File: config.mk
export PLATFORM = sky130hd
export DESIGN_NAME = multicycle_controller
export DESIGN_NICKNAME = d
export VERILOG_FILES = /design/src/rtl/multicycle_controller.sv
export SDC_FILE = /design/constraint.sdc
export NUM_CORES = 1
export LEC_CHECK = 0
export ABC_AREA = 1
export ABC_CLOCK_PERIOD_IN_PS = 2200
export BUFFER_PORTS_ARGS = -buffer_cell sky130_fd_sc_hd__buf_2
export CAP_MARGIN = 20
export CORE_MARGIN = 2
export CORE_UTILIZATION = 40
export CTS_CLUSTER_SIZE = 30
export DETAILED_ROUTE_END_ITERATION = 7
export PLACE_DENSITY = 0.72
export REMOVE_ABC_BUFFERS = 1
export SLEW_MARGIN = 15
export SYNTH_ARGS = -nofsm -noshare
export SYNTH_HDL_FRONTEND = slang
export SYNTH_SLANG_ARGS = --single-unit
File: constraint.sdc
create_clock -name clk -period 2.2 [get_ports clk]
set_input_delay 0 -clock clk [delete_from_list [all_inputs] [get_ports clk]]
set_output_delay 0 -clock clk [all_outputs]
set_load 0.01 [all_outputs]
File: src/rtl/multicycle_controller.sv
// Multi-cycle MIPS control FSM (FETCH/DECODE/EXEC/MEM/WB); outputs combinational from state+ins.
// Instructions take 2-5 cycles; FETCH and MEM stall on mem_ready=0 with requests held stable.
module multicycle_controller #(
  parameter int FUNC_W = 3,
  parameter int CNT_W  = 32
) (
  input  logic              clk,
  input  logic              reset,
  input  logic [31:0]       ins,
  input  logic              zero,
  input  logic              mem_ready,
  output logic              mem_re,
  output logic              mem_we,
  output logic [1:0]        mem_width,
  output logic              ir_we,
  output logic              pc_we,
  output logic [1:0]        npc_sel,
  output logic              reg_we,
  output logic [1:0]        reg_dst,
  output logic [1:0]        wd_sel,
  output logic              alu_src_imm,
  output logic [1:0]        ext_op,
  output logic [FUNC_W-1:0] alu_func,
  output logic              illegal,
  output logic [2:0]        state,
  output logic [CNT_W-1:0]  retired
);

  typedef enum logic [2:0] {
    FETCH  = 3'd0,
    DECODE = 3'd1,
    EXEC   = 3'd2,
    MEM    = 3'd3,
    WB     = 3'd4
  } state_t;

  typedef enum logic [3:0] {
    OP_ADDU, OP_SUBU, OP_JR, OP_ORI, OP_LUI, OP_LW, OP_LH, OP_LB,
    OP_SW, OP_BEQ, OP_J, OP_JAL, OP_ILL
  } op_t;

  localparam logic [FUNC_W-1:0] FN_ADD = FUNC_W'(3'd0);
  localparam logic [FUNC_W-1:0] FN_SUB = FUNC_W'(3'd1);
  localparam logic [FUNC_W-1:0] FN_OR  = FUNC_W'(3'd2);
  localparam logic [FUNC_W-1:0] FN_CMP = FUNC_W'(3'd3);
  localparam logic [FUNC_W-1:0] FN_LUI = FUNC_W'(3'd5);

  state_t state_r;
  state_t state_n;
  op_t    op;
  logic   is_load;
  logic   retire;
  logic   unused_ins;

  assign unused_ins = ^ins[25:6];
  assign state      = state_r;

  always_comb begin
    op = OP_ILL;
    if (ins[31:26] == 6'b000000) begin
      case (ins[5:0])
        6'b100001: op = OP_ADDU;
        6'b100011: op = OP_SUBU;
        6'b001000: op = OP_JR;
        default:   op = OP_ILL;
      endcase
    end else begin
      case (ins[31:26])
        6'b001101: op = OP_ORI;
        6'b001111: op = OP_LUI;
        6'b100011: op = OP_LW;
        6'b100001: op = OP_LH;
        6'b100000: op = OP_LB;
        6'b101011: op = OP_SW;
        6'b000100: op = OP_BEQ;
        6'b000010: op = OP_J;
        6'b000011: op = OP_JAL;
        default:   op = OP_ILL;
      endcase
    end
  end

  assign is_load = (op == OP_LW) || (op == OP_LH) || (op == OP_LB);

  always_comb begin
    state_n     = state_r;
    retire      = 1'b0;
    mem_re      = 1'b0;
    mem_we      = 1'b0;
    mem_width   = 2'd0;
    ir_we       = 1'b0;
    pc_we       = 1'b0;
    npc_sel     = 2'd0;
    reg_we      = 1'b0;
    reg_dst     = 2'd0;
    wd_sel      = 2'd0;
    alu_src_imm = 1'b0;
    ext_op      = 2'd0;
    alu_func    = FN_ADD;
    illegal     = 1'b0;

    case (state_r)
      FETCH: begin
        mem_re = 1'b1;
        if (mem_ready) begin
          ir_we   = 1'b1;
          pc_we   = 1'b1;
          state_n = DECODE;
        end
      end

      DECODE: begin
        case (op)
          OP_J: begin
            pc_we   = 1'b1;
            npc_sel = 2'd2;
            retire  = 1'b1;
            state_n = FETCH;
          end
          OP_JAL: begin
            pc_we   = 1'b1;
            npc_sel = 2'd2;
            reg_we  = 1'b1;
            reg_dst = 2'd2;
            wd_sel  = 2'd2;
            retire  = 1'b1;
            state_n = FETCH;
          end
          OP_JR: begin
            pc_we   = 1'b1;
            npc_sel = 2'd3;
            retire  = 1'b1;
            state_n = FETCH;
          end
          OP_ILL: begin
            illegal = 1'b1;
            retire  = 1'b1;
            state_n = FETCH;
          end
          default: state_n = EXEC;
        endcase
      end

      EXEC: begin
        case (op)
          OP_ADDU: begin
            alu_func = FN_ADD;
            state_n  = WB;
          end
          OP_SUBU: begin
            alu_func = FN_SUB;
            state_n  = WB;
          end
          OP_ORI: begin
            alu_src_imm = 1'b1;
            ext_op      = 2'd0;
            alu_func    = FN_OR;
            state_n     = WB;
          end
          OP_LUI: begin
            alu_src_imm = 1'b1;
            ext_op      = 2'd2;
            alu_func    = FN_LUI;
            state_n     = WB;
          end
          OP_LW, OP_LH, OP_LB, OP_SW: begin
            alu_src_imm = 1'b1;
            ext_op      = 2'd1;
            alu_func    = FN_ADD;
            state_n     = MEM;
          end
          OP_BEQ: begin
            alu_func = FN_CMP;
            npc_sel  = 2'd1;
            pc_we    = zero;
            retire   = 1'b1;
            state_n  = FETCH;
          end
          default: state_n = FETCH;
        endcase
      end

      MEM: begin
        // Width depends only on the held instruction, so it stays stable across stalls.
        if (op == OP_LH)      mem_width = 2'd1;
        else if (op == OP_LB) mem_width = 2'd2;
        if (is_load) begin
          mem_re = 1'b1;
          if (mem_ready) state_n = WB;
        end else if (op == OP_SW) begin
          mem_we = 1'b1;
          if (mem_ready) begin
            retire  = 1'b1;
            state_n = FETCH;
          end
        end else begin
          state_n = FETCH;
        end
      end

      WB: begin
        reg_we = 1'b1;
        if (op == OP_ADDU || op == OP_SUBU) reg_dst = 2'd1;
        if (is_load) wd_sel = 2'd1;
        retire  = 1'b1;
        state_n = FETCH;
      end

      default: state_n = FETCH;
    endcase

    if (reset) begin
      mem_re  = 1'b0;
      mem_we  = 1'b0;
      ir_we   = 1'b0;
      pc_we   = 1'b0;
      reg_we  = 1'b0;
      illegal = 1'b0;
      retire  = 1'b0;
    end
  end

  always_ff @(posedge clk) begin
    if (reset) begin
      state_r <= FETCH;
      retired <= '0;
    end else begin
      state_r <= state_n;
      if (retire) retired <= retired + CNT_W'(1);
    end
  end

endmodule

# == Yosys cells after proc, flatten, opt, wreduce, memory -nomap -nowiden ==
# Index checks and enable logic that the tools add are counted.
# classes
n_reduce_logical,13
mux,54
n_addsub,1
eq_ne,31
# ops
operator,n
6-bit equality test (second input constant),6
4-bit case mux with 9 select lines,1
32-bit by 1-bit adder with 32-bit output (second input constant),1
1-bit 2-to-1 mux,27
3-bit case mux with 4 select lines,2
4-bit equality test (second input constant),5
2-bit case mux with 2 select lines,5
6-bit by 4-bit equality test with 1-bit output (second input constant),3
3-bit 2-to-1 mux,6
4-bit by 3-bit equality test with 1-bit output (second input constant),4
6-bit by 2-bit equality test with 1-bit output (second input constant),2
2-bit 2-to-1 mux,6
4-bit case mux with 3 select lines,1
4-bit OR reduction,3
4-bit by 2-bit equality test with 1-bit output (second input constant),2
3-bit by 2-bit equality test with 1-bit output (second input constant),2
6-bit by 3-bit equality test with 1-bit output (second input constant),1
6-bit logical NOT,1
3-bit != test (second input constant),2
3-bit case mux with 2 select lines,1
6-bit OR reduction,1
4-bit by 1-bit equality test with 1-bit output (second input constant),1
4-bit logical NOT,1
4-bit 2-to-1 mux,1
11 further kinds,14
# word_totals
word_cells,101
reg_bits,35
out_inout_bits,55

# == Longest topological paths before layout ==
# Gate-level depths: netlist (run 1).
# logic_depth
ltp_word,9
ltp_mapped,14

# == Worst setup path after synthesis (run 1) ==
# Ideal clock, no wire load.
# synth_timing
kind,register to register
start,register retired[1]
end,register retired[28]
path_slack_ns,0.359
t_arrival_ns,1.712
path_stages_with_launch,11
period_less_slack_ns,1.841
path_buffers,0
t_required_ns,2.071
cell_sequence,dfxtp_1 ha_1 inv_1 nor2_2 nand2_1 nor3_1 nand3_1 nor4_1 nand3_1 nand2_1 nor2_1
# synth_via
elab_chain_cells,1
# synth_rtl
item,line,rtl
from (decl),26,output logic [CNT_W-1:0] retired
from (signal assigned),229,if (retire) retired <= retired + CNT_W'(1);
32-bit by 1-bit adder with 32-bit output,229,
# No other way between the ends.
# A chain may end at the register's enable or synchronous reset.

# == Worst setup path in the final report (run 1) ==
# layout_timing
start,register state_r[0] (netlist: state[0])
end,register retired[23]
# layout_via
elab_chain_cells,3
word_cells_on_any_way,6
classes_between,eq/ne (4); mux (2)
# layout_rtl
item,line,rtl
from (decl),48,state_t state_r;
from (signal assigned),228,state_r <= state_n;
3-bit equality test (tied with other cells),102,case (state_r)
1-bit case mux with 4 select lines *,102,
1-bit 2-to-1 mux *,212,if (reset) begin
# Mark *: on every way between the ends. The rest lies on a longest branch, timed or not.

==> results of run 1 <==
layout make-up:
| class | count | area [um^2] |
|---|---|---|
| fill | 654 | 3160 |
| multi-input combinational | 326 | 1700 |
| sequential | 35 | 702 |
| timing repair buffer | 79 | 418 |
| inverter | 50 | 188 |
| tap | 77 | 96.3 |
| clock buffer | 6 | 82.6 |
| clock inverter | 2 | 35.0 |
cells in the final DEF (no fill, tap or decap), drive strengths merged, types with 6 or more instances in the layout:
cell / Yosys / final
nor3: 23 / 23
clkbuf: 5 / 6
nand4: 9 / 9
nor2: 74 / 74
buf: 7 / 79
xor2: 13 / 13
dfxtp: 35 / 35
nand3: 42 / 42
a21oi: 31 / 31
nand2: 108 / 108
inv: 50 / 50
path summary, 6_finish.rpt:
path | endpoint | slack [ns] | start
setup reg to reg | retired[23] | 0.20 | state[0]
hold reg to reg | retired[31] | 0.52 | retired[31]
setup / recovery | retired[23] | 0.20 | state[0]
hold / removal | state[0] | 0.06 | mem_ready
kinds of logic (layout without fill, tap and decap cells):
kind of cell	Yosys count	in the layout	share of synthesized area, %
flops	35	35	26.3
fa+ha+maj	1	1	0.469
simple gates	264	264	46.4
buf+inv	62	137	10.5
compound gates	43	43	10.5
xor+xnor	18	18	5.91
power by group:
| part | switching, mW | internal [mW] | total (mW) |
|---|---|---|---|
| Combinational | 0.126 | 0.0595 | 0.186 |
| Sequential | 0.00771 | 0.639 | 0.646 |
| Clock | 0.243 | 0.367 | 0.610 |
| Total | 0.377 | 1.07 | 1.44 |
state kept, by name, summed over array words and instances (netlist names):
name,flops
retired,32
state,3
routing by layer:
layer / vias up / wire (um)
li1: 1513 / -
met1: 1376 / 3270
met2: 78 / 3790
met3: 14 / 360
met4: 0 / 117
met5: - / 0
worst max-delay path, stage by stage (launching register included):
cell	delay, ns
dfxtp_1	0.43
inv_1	0.13
nor3_2	0.25
nand2_1	0.15
nor2_1	0.13
nor2_2	0.07
nand3_4	0.24
buf_4	0.27
nand3_1	0.11
a21oi_2	0.16
==> summary.txt, run 1 <==
status = completed
clk sink count = 35
number of global-route vias before repair = 2894
setup TNS = 0 ns
Post-Place Cells = 567
GRT met1 Usage = 25.2%
die span in x = 85.6 um
crit path max fanout = 22
synth cell count leaders = nand2_1 (96), nor2_1 (63), inv_1 (49)
Tot Pwr = 1.44 mW
Die H = 85.6 um
final worst-path cycle share = 91.1%
largest net degree at the start of global routing = 30
min-delay worst type = in -> reg
Yosys cell types = 37
peak supply drop = 0.000301 V
DR WL/cell = 13.1 um
Longest Clk Path Bufs = 2
kind of critical path = reg -> reg
Max-cap violations = 0
dominant cells by area after synthesis = dfxtp_1 (26%), nand2_1 (14%), nor2_1 (8.9%)
antenna violations before repair = 0
final-report hold violation count = 0
crit path DAT = 2.23 ns
CP endpoint kind = flip-flop
Vias/cell = 5.18
Clock Latency Late Sink = 0.29 ns
Final min period = 2.00 ns
post-synth top area cell = dfxtp_1
Placement Cell Area = 3090 um^2
Avg Synthesized Cell Area = 6.30 um^2
Top Ports = 91
root buf cell = clkbuf_8
count leader, synth = nand2_1
Final Wtd Congestion = 0.906
die area = 7340 um^2
IO buf count = 70
FP Rows = 29
PostCTS Resize Cnt = 0
worst reg2reg path depth = 9
hold-fix buffers at CTS = 0
Total Wirelength = 7.53 mm
Main synth FF type = dfxtp_1
Clock Pin Slew Worst Setup and Hold Paths = 0.07 ns
Peak Freq = 499 MHz
Yosys reg bits = 35
max-slew violation count = 0
final setup violation count = 0
clk_skew = 0.0116 ns
Seq/Total Area, Yosys = 26.3%
slew margin rel. = 61.1%
Via Count = 2981
Initial DRC Count = 101
EDFF count, synth = 0
htree depth = 2
drt pass-1 iters = 4
ratio of total power to cell area = 447 nW/um^2
dpl hpwl = 5.82 mm
share of the synthesized area in the top cell type = 26.3%
design area = 3230 um^2
Synth Instances = 423
pre-CTS WS = 0.159 ns
Remaining DRCs = 0
final net count = 534
grt total ovfl = 0
CTS buffer count = 5
Static Leakage = 1.46 nW
post-layout util = 50.5%
Setup WS post-layout = 0.196 ns
GR peak layer = met2
minimum hold slack = 0.0650 ns
Post-Layout Cell Count = 575
hold depth = 4
Startpoint Class = flip-flop
initial core utilization = 41.8%
Mapped Area = 2670 um^2
synth warn = 0
layout cells sized above 1 = 26.9%
global-route wire length before repair = 12.7 mm
CTS tree = built
M2 GR Usage = 37.1%
met3 usage = 3.37%
Routed Antenna Nets = 0
core box area = 6390 um^2
Critical Path RT = 2.42 ns
Post-CTS Setup Repair Bufs = 0
overall routing resource usage = 20.8%
# diodes = 0
Least-Margin Pin Slew = 0.583 ns
RSZ-0062 raised after global routing = no
Async SR Flop Fraction = 0%
area grow syn2layout = 21.0%
Power figures use the tool's default switching activity.
==> inputs of run 2 (changes only) <==
--- a/config.mk
+++ b/config.mk
@@ -9,7 +9,6 @@
 export ABC_CLOCK_PERIOD_IN_PS = 2200
 export BUFFER_PORTS_ARGS = -buffer_cell sky130_fd_sc_hd__buf_2
 export CAP_MARGIN = 20
-export CORE_MARGIN = 2
 export CORE_UTILIZATION = 40
 export CTS_CLUSTER_SIZE = 30
 export DETAILED_ROUTE_END_ITERATION = 7
==> summary.txt, run 2 (synthesis gave the netlist of run 1 again) <==
status = completed
Longest Clk Path Bufs = 2 (unchanged)
final-report hold violation count = 0 (unchanged)
kind of critical path = reg -> reg
CP Capture Point = retired[28]
Via Count = 2975 (-0.20%)
CP max stage cell = dfxtp_1
Critical Path Stages = 10 (+1)
met1 WL = 3.27 mm (about the same)
metal3 WL = 373 um (+3.6%)
Post-CTS Setup Repair Bufs = 0 (unchanged)
crit path max fanout = 5 (-77%)
number of global-route vias before repair = 2767 (-4.4%)
crit path DAT = 2.19 ns (-0.04 ns)
# diodes = 0 (unchanged)
Clock Pin Slew Worst Setup and Hold Paths = 0.07 ns (about the same)
Total Wirelength = 7.30 mm (-3.1%)
Max-cap violations = 0 (unchanged)
RSZ-0062 raised after global routing = no
CTS tree = built
Layout fillers = 699 (+6.9%)
core box area = 6390 um^2 (unchanged)
die span in x = 83.6 um (-2.3%)
CP top delay family = simple AND/OR/NAND/NOR gates
max layer used = met4
multi-input logic area = 1690 um^2 (-0.73%)
Cell Chain, Critical Path = ha_1, inv_1, nor2_2, nand2_1, nor3_1, nand3_1, nor4_1, nand3_1, nand2_1, nor2_1
Die H = 83.6 um (-2.3%)
max-slew violation count = 0 (unchanged)
Largest register FFs = 32 (unchanged)
Vias/cell = 5.20 (+0.32%)
dpl hpwl = 5.67 mm (-2.6%)
Peak Freq = 496 MHz (-0.50%)
Reg area = 701 um^2 (-0.18%)
hold-fix buffers at CTS = 0 (unchanged)
antenna violations before repair = 0 (unchanged)
worst reg2reg path depth = 10 (+1)
CTS buffer count = 5 (unchanged)
slew margin rel. = 72.6% (+12 points)
FP Rows = 29 (unchanged)
Post-Place Cells = 564 (-0.53%)
flop-to-flop setup slack = 0.19 ns (about the same)
initial core utilization = 41.8% (unchanged)
grt total ovfl = 0 (unchanged)
WL met2 = 3.55 mm (-6.4%)
min-delay worst type = in -> reg
root buf cell = clkbuf_8
Critical Path RT = 2.37 ns (-0.05 ns)
register bank with the most flops = retired
most frequent cells in the layout = nand2_1 (96), buf_2 (70), nor2_1 (63)
clk_skew = 0.00795 ns (-0.00361 ns)
most common cell after layout, fill and taps aside = nand2_1
peak supply drop = 0.000253 V (-16%)
Remaining DRCs = 0 (unchanged)
largest net degree at the start of global routing = 43 (+43%)
drt pass-1 iters = 5 (+1)
Routed Antenna Nets = 0 (unchanged)
final worst-path cycle share = 91.6% (+0.46 points)
Static Leakage = 1.44 nW (-1.2%)
internal power = 0.984 mW (-7.6%)
Top Ports = 91 (unchanged)
Clk pwr share = 38.5% (-3.8 points)
post-layout util = 49.9% (-0.65 points)
Tot Pwr = 1.35 mW (-6.2%)
Startpoint Class = flip-flop
Crit path largest cell delay = 0.40 ns (-0.03 ns)
R2R Path End = retired[28]
global-route wire length before repair = 12.3 mm (-2.8%)
overall routing resource usage = 21.0% (+0.23 points)
ratio of total power to cell area = 425 nW/um^2 (-5.0%)
final setup violation count = 0 (unchanged)
IO buf count = 70 (unchanged)
reg2reg start = retired[1]
Final min period = 2.01 ns (+0.0100 ns)
DR WL/cell = 12.8 um (-2.6%)
final net count = 531 (-0.56%)
Final Wtd Congestion = 0.926 (+2.2%)
htree depth = 2 (unchanged)
clk sink count = 35 (unchanged)
Clock Latency Late Sink = 0.29 ns (about the same)
area grow syn2layout = 19.4%
Critical path buffers and inverters = 1 (-1)
sequential power share = 47.8% (+3.0 points)
Least-Margin Pin Slew = 0.407 ns (-0.175 ns)
die area = 7000 um^2 (-4.6%)
CP endpoint kind = flip-flop
Post-Layout Cell Count = 572 (-0.52%)
layout cells sized above 1 = 25.9% (-1.0 points)
setup TNS = 0 ns (unchanged)
combinational share of power = 13.7% (+0.8 points)
Initial DRC Count = 208 (+110%)
switching pwr = 0.368 mW (-2.3%)
Worst Setup SP = retired[1]
sw frac = 27.2% (+1.1 points)
-- run 2: how the worst min path moves through the flow --
stage / startpoint / end / slack, ns / cells past startpoint
2_1_floorplan: reset / mem_re / 0.04 / 1
3_3_place_gp: mem_ready / ir_we / 0.35 / 4
3_5_place_dp: mem_ready / ir_we / 0.37 / 4
4_1_cts: mem_ready / state[0] / 0.06 / 4
5_1_grt: mem_ready / state[0] / 0.13 / 4
6_report: mem_ready / state[0] / 0.07 / 4
-- run 2: repair_timing --
action / in CTS / in global routing
setup endpoints to repair: 0 / 2
endpoints found under the hold margin: 0 / 0
gates resized for setup: 0 / 1
-- run 2: worst min-delay path, delay by kind of cell --
family | cells | cell delay, ns
AO/OA/AOI/OAI | 2 | 0.13
buffers and inverters | 1 | 0.10
AND/OR/NAND/NOR | 1 | 0.08
-- run 2: power by group through the flow --
stage | registers [mW] | clock network (mW) | logic, mW
floorplan | 0.662 | 0 | 0.101
global placement | 0.660 | 0 | 0.181
detailed placement | 0.661 | 0 | 0.184
CTS | 0.646 | 0.533 | 0.185
global route | 0.647 | 0.555 | 0.205
finish | 0.646 | 0.521 | 0.186
-- run 2: per-layer routing --
layer / vias to the layer above / global-route usage (%)
met5: - / 0
met4: 0 / 5.08
met3: 17 / 3.46
met2: 100 / 37.0
met1: 1344 / 26.5
li1: 1514 / -
-- run 2: layout make-up --
type | instances | area share (%)
Inverter | 50 | 5.89
Clock buffer | 8 | 3.14
Timing Repair Buffer | 76 | 12.8
Sequential cell | 35 | 22.0
Tap cell | 77 | 3.03
Multi-Input combinational cell | 326 | 53.1
-- run 2: stage by stage --
stage,worst slack [ns],cell area [um^2],hold WS [ns]
floorplan,0.316,2570,0.0441
global placement,0.296,3080,0.352
detailed placement,0.244,3080,0.366
CTS,0.226,3180,0.0600
global route,0.0394,3180,0.130
finish,0.186,3180,0.0684
